$ cat src/rtl/mant_mul_initiator.sv
`default_nettype none
// ============================================================================
// Module   : mant_mul_initiator
// Purpose  : Self-checking traffic source for the mantissa-multiplier
//            valid/ready interface. Draws normalized N-bit operand pairs
//            from a 32-bit LFSR, issues them on the operand channel,
//            collects the 2N-bit products on the result channel and counts
//            matches / mismatches against an internally computed product.
// Ports    : clk, rst            - clock, synchronous active-high reset
//            start               - run start pulse (honoured in IDLE/DONE)
//            A, B, in_valid      - operand channel (out), in_ready (in)
//            res_data, res_valid - result channel (in), res_ready (out)
//            busy, done          - run status
//            pass_count, err_count, first_err_idx - run results
// Revision : 1.0 - initial release
// ============================================================================
module mant_mul_initiator #(
    parameter int          N       = 11,
    parameter int          NUM_OPS = 16,
    parameter logic [31:0] SEED    = 32'h0000_0001,
    localparam int         CW      = $clog2(NUM_OPS + 1)
) (
    input  logic            clk,
    input  logic            rst,
    input  logic            start,
    output logic [N-1:0]    A,
    output logic [N-1:0]    B,
    output logic            in_valid,
    input  logic            in_ready,
    input  logic [2*N-1:0]  res_data,
    input  logic            res_valid,
    output logic            res_ready,
    output logic            busy,
    output logic            done,
    output logic [CW-1:0]   pass_count,
    output logic [CW-1:0]   err_count,
    output logic [CW-1:0]   first_err_idx
);

    // A zero seed would lock the LFSR, so it is replaced by 1.
    localparam logic [31:0]   C_SEED = (SEED == 32'd0) ? 32'd1 : SEED;
    localparam logic [CW-1:0] C_ONE  = CW'(1);
    localparam logic [CW-1:0] C_LAST = CW'(NUM_OPS - 1);
    localparam logic [CW-1:0] C_ALL1 = '1;

    // Operands derived from the seed, used when a run (re)starts.
    localparam logic [N-1:0]  C_A_SEED = {1'b1, C_SEED[N-2:0]};
    localparam logic [N-1:0]  C_B_SEED = {1'b1, C_SEED[2*N-3:N-1]};

    typedef enum logic [1:0] {
        S_IDLE    = 2'd0,
        S_ISSUE   = 2'd1,
        S_COLLECT = 2'd2,
        S_DONE    = 2'd3
    } state_t;

    state_t          r_state;
    logic [31:0]     r_lfsr;
    logic [2*N-1:0]  r_exp;
    logic [CW-1:0]   r_op_idx;

    logic [31:0]     w_lfsr_next;
    logic [N-1:0]    w_a_next;
    logic [N-1:0]    w_b_next;
    logic [2*N-1:0]  w_prod;
    logic            w_match;
    logic            w_last;

    // Fibonacci LFSR x^32+x^22+x^2+x+1, shifting left into bit 0.
    assign w_lfsr_next = {r_lfsr[30:0], r_lfsr[31] ^ r_lfsr[21] ^ r_lfsr[1] ^ r_lfsr[0]};

    // Operands for the next pair come from the advanced LFSR state, so they
    // are ready on the outputs the cycle after the operand handshake.
    assign w_a_next = {1'b1, w_lfsr_next[N-2:0]};
    assign w_b_next = {1'b1, w_lfsr_next[2*N-3:N-1]};

    // Zero-extend before multiplying so the full 2N-bit product is kept.
    assign w_prod  = {{N{1'b0}}, A} * {{N{1'b0}}, B};
    assign w_match = (res_data == r_exp);
    assign w_last  = (r_op_idx == C_LAST);

    always_ff @(posedge clk) begin
        if (rst) begin
            r_state       <= S_IDLE;
            r_lfsr        <= C_SEED;
            r_exp         <= '0;
            r_op_idx      <= '0;
            A             <= '0;
            B             <= '0;
            in_valid      <= 1'b0;
            res_ready     <= 1'b0;
            busy          <= 1'b0;
            done          <= 1'b0;
            pass_count    <= '0;
            err_count     <= '0;
            first_err_idx <= C_ALL1;
        end else begin
            case (r_state)
                S_IDLE, S_DONE: begin
                    if (start) begin
                        r_state       <= S_ISSUE;
                        r_lfsr        <= C_SEED;
                        r_op_idx      <= '0;
                        A             <= C_A_SEED;
                        B             <= C_B_SEED;
                        in_valid      <= 1'b1;
                        busy          <= 1'b1;
                        done          <= 1'b0;
                        pass_count    <= '0;
                        err_count     <= '0;
                        first_err_idx <= C_ALL1;
                    end
                end

                S_ISSUE: begin
                    // in_valid is high throughout this state, so in_ready
                    // alone marks the operand handshake.
                    if (in_ready) begin
                        r_state   <= S_COLLECT;
                        r_exp     <= w_prod;
                        r_lfsr    <= w_lfsr_next;
                        A         <= w_a_next;
                        B         <= w_b_next;
                        in_valid  <= 1'b0;
                        res_ready <= 1'b1;
                    end
                end

                S_COLLECT: begin
                    if (res_valid) begin
                        res_ready <= 1'b0;
                        r_op_idx  <= r_op_idx + C_ONE;
                        if (w_match) begin
                            pass_count <= pass_count + C_ONE;
                        end else begin
                            err_count <= err_count + C_ONE;
                            // Only the first mismatch of the run is recorded.
                            if (err_count == '0) begin
                                first_err_idx <= r_op_idx;
                            end
                        end
                        if (w_last) begin
                            r_state <= S_DONE;
                            busy    <= 1'b0;
                            done    <= 1'b1;
                        end else begin
                            r_state  <= S_ISSUE;
                            in_valid <= 1'b1;
                        end
                    end
                end

                default: begin
                    r_state <= S_IDLE;
                end
            endcase
        end
    end

endmodule
`default_nettype wire

$ cat config.mk
export PLATFORM = sky130hd
export DESIGN_NAME = mant_mul_initiator
export DESIGN_NICKNAME = d
export VERILOG_FILES = /design/src/rtl/mant_mul_initiator.sv
export SDC_FILE = /design/constraint.sdc
export NUM_CORES = 1
export LEC_CHECK = 0
export CAP_MARGIN = 10
export CORE_ASPECT_RATIO = 0.9
export CORE_MARGIN = 1
export CORE_UTILIZATION = 54
export DETAILED_ROUTE_END_ITERATION = 6
export HOLD_SLACK_MARGIN = 0.12
export PLACE_DENSITY = 0.87
export SYNTH_ARGS = -nofsm -noshare
export SYNTH_HDL_FRONTEND = slang
export SYNTH_SLANG_ARGS = --single-unit
$ cat constraint.sdc
create_clock -name clk -period 5.2 [get_ports clk]
set_input_delay 0.78 -clock clk [delete_from_list [all_inputs] [get_ports clk]]
set_output_delay 0.78 -clock clk [all_outputs]
set_load 0.02 [all_outputs]
==> flow_summary_export.csv <==
group,metric,value,unit
floorplanning,die_w,127,um
floorplanning,die_h,115,um
cts,cts_sinks,82,
synth,postSynthAreaPerCell,8.60,um^2
timing,final.period_utilization,97.9,%
floorplanning,die-area,0.0146,mm^2
timing,finalClockSkew,0.00768,ns
cts,numCtsBuffers,9,
worst_setup_path,crit_type,"reg2reg",
synth,synthCells,886,
drt,routed_wl,19700,um
cts,cts_hold_buffers,0,
synth,syn_nets,1061,
cts,cts_tree,"yes",
worst_setup_path,worst_setup_path_start_kind,"register",
grt,grt.total_usage,28.2,%
timing,tns,0,ns
cells_and_area,fillers,1040,
drt,post_drt_wl_per_cell,17.5,um
floorplanning,initial_core_util,56.2,%
cts,cts_buffer_depth,2,
timing,fin_crit,5.09,ns
synth,synth_most_common_cell,"inv_1",
synth,ys_async_sr_fraction,0,%
worst_setup_path,crit_path_max_incr_delay,0.58,ns
timing,fmax,196,MHz
worst_setup_path,crit_family,"adder cells",
status,status,"completed",
cells_and_area,antennaDiodeCount,0,
timing,setup_slack,0.109,ns
pwr,p_per_area,176,mW/mm^2
timing,slew_viol_final,0,
placed_design,dp_hpwl,14600,um
pwr,p_leak,4.15,nW
cts,clkTransAtPathRegs,0.07,ns
cells_and_area,drive_gt1_share,8.84,%
synth,yosysUniqueCellTypes,52,
placed_design,port_buffers,67,
cells_and_area,area_growth,16.6,%
synth,yosysWarnings,0,
cts,htreeDepth,3,
cts,clock-root-buffer,"clkbuf_16",
worst_setup_path,required,5.45,ns
worst_setup_path,critPathArrivalTime,5.34,ns
grt,grt_pass1_wl,31600,um
synth,synth_area,0.00762,mm^2
drt,ant_nets,0,
worst_setup_path,cp.depth,18,
grt,grt_pass1_vias,6387,
placed_design,dp_slack,0.0312,ns
cts,clock_latency,0.35,ns
synth,synth_top_cells_by_count,"inv_1 (108), nand2_1 (84), nor2_1 (83)",
worst_setup_path,worst-path-buf-inv,5,
floorplanning,core_area,0.0136,mm^2
worst_setup_path,crit_top_cell,"fa_1",
floorplanning,io_pins,68,
grt,grt_max_degree,48,
grt,antenna_found_initial,0,
synth,yosysTopAreaCell,"dfxtp_1",
worst_hold_path,min_path_type,"reg2reg",
synth,synth.yosys.seq_area_share,21.6,%
synth,synth-seq-cells,82,
cells_and_area,nets,1109,
cells_and_area,seqCellArea,0.00167,mm^2
worst_setup_path,endpoint_kind,"register",
worst_setup_path,crit_path_max_fanout,7,
worst_hold_path,min_path_cells,2,
synth,synth_area_leaders,"dfxtp_1 (22%), fa_1 (21%), ha_1 (11%)",
timing,worst_pin_slew,0.879,ns
synth,dominantRegCellSynth,"dfxtp_1",
timing,slew_headroom,41.4,%
synth,synth_edf_count,0,
floorplanning,fp-row-count,40,
drt,route.detailed.drc,0,
grt,grt-ovfl-total,0,
run,maxCapViolations,0,
pwr,irDropWorstVdd,0.218,mV
drt,drtIter0Drc,566,
drt,viasPerCell,5.64,
timing,holdWs,0.467,ns
timing,finalSetupViolCount,0,
drt,num_vias,6365,
cells_and_area,multi_input_comb_area,0.00530,mm^2
placed_design,gp_congestion,0.911,
worst_setup_path,crit_chain,"buf_4 -> nand2_1 -> fa_1 -> fa_1 -> inv_1 -> fa_1 -> fa_1 -> inv_1 -> fa_1 -> inv_1 -> ha_1 -> a211o_1 -> o211ai_1 -> o311ai_2 -> buf_4 -> a21oi_1 -> xnor2_1 -> a22o_1",
timing,hold_violations,0,
worst_setup_path,rr_worst_depth,18,
synth,synth_top_area_share,21.6,%
worst_setup_path,cp_slowest_cell,"fa_1",
drt,first_pass_iters,6,
==> report_power, final <==
| group | internal, mW | total (mW) | leakage (nW) | switching (mW) |
|---|---|---|---|---|
| Combinational | 0.0822 | 0.230 | 3.33 | 0.148 |
| Sequential | 0.637 | 0.650 | 0.671 | 0.0124 |
| Clock | 0.381 | 0.682 | 0.149 | 0.301 |
==> layer usage <==
layer | global-route usage (%) | share of wire (%) | up-vias
met3 | 6.87 | 8.6 | 57
met2 | 45.9 | 47 | 319
li1 | - | - | 2938
met5 | 0 | 0 | -
met1 | 36.8 | 42 | 3051
met4 | 9.76 | 2.4 | 0
==> area by class of cell <==
type                            instances  share of cell area, %
Tap cell                              189                   2.66
Timing Repair Buffer                  104                   10.8
Clock buffer                            9                   2.54
Sequential cell                        82                   18.8
Clock inverter                          7                  0.944
Multi-Input combinational cell        629                   59.7
Inverter                              108                   4.56
==> registers in the layout, summed over array words and instances, names as in the netlist, 2 cells and up <==
| name | flops |
|---|---|
| A | 11 |
| B | 10 |
| err_count | 5 |
| first_err_idx | 5 |
| pass_count | 5 |
| r_exp | 22 |
| r_lfsr | 13 |
| r_op_idx | 5 |
| r_state | 2 |
==> worst paths after layout <==
kind | from | to | slack (ns)
hold / removal | r_exp[12]$_SDFFE_PP0P_ | r_exp[12]$_SDFFE_PP0P_ | 0.47
hold reg to reg | r_exp[12]$_SDFFE_PP0P_ | r_exp[12]$_SDFFE_PP0P_ | 0.47
setup reg to reg | A[3]$_SDFFE_PP0P_ | r_exp[19]$_SDFFE_PP0P_ | 0.11
setup / recovery | A[3]$_SDFFE_PP0P_ | r_exp[19]$_SDFFE_PP0P_ | 0.11
==> what timing repair did <==
item | in CTS | in global routing
gates resized for setup | 0 | 31
setup buffers | 0 | 1
endpoints found under the setup margin | 0 | 9
==> worst reg2reg max path, delay by kind of cell (launching register included) <==
family,cells,cell delay (ns)
AND/OR/NAND/NOR,1,0.07
buffers and inverters,5,0.51
AO/OA/AOI/OAI,5,0.97
adder cells (fa/ha/maj),6,2.96
flip-flops,1,0.38
XOR/XNOR,1,0.09
==> cells in the final DEF, fill, tap and decap left out, types with 17 or more instances in the layout <==
cell type,n
and2_1,70
nand2_1,84
clkdlybuf4s50_1,66
a21oi_1,34
ha_1,67
dfxtp_1,67
xor2_1,32
a22oi_1,35
buf_4,36
fa_1,80
inv_1,108
o21ai_0,17
nor2_1,82
==> stage by stage <==
stage	util (%)	area, um^2	instances	power (mW)
after floorplan	-	7620	886	0.798
after global placement	62.5	8480	1111	0.884
after detailed placement	62.5	8480	1111	0.888
after CTS	64.8	8790	1127	1.56
after global routing	65.5	8880	1128	1.61
final	65.5	8880	1128	1.56
==> logic make-up (layout without fill, tap and decap cells) <==
| family | count (synthesis) | count (layout) | share of synthesized area (%) |
|---|---|---|---|
| adders and majority gates | 148 | 148 | 32.2 |
| DFF | 82 | 82 | 21.6 |
| AOI/OAI and AO/OA | 134 | 134 | 11.8 |
| and+or+nand+nor | 294 | 294 | 18.7 |
| muxes | 6 | 6 | 0.805 |
| buffers and inverters | 175 | 228 | 9.61 |
| xor gates and xnor gates | 47 | 47 | 5.41 |
Power figures use the tool's default switching activity.
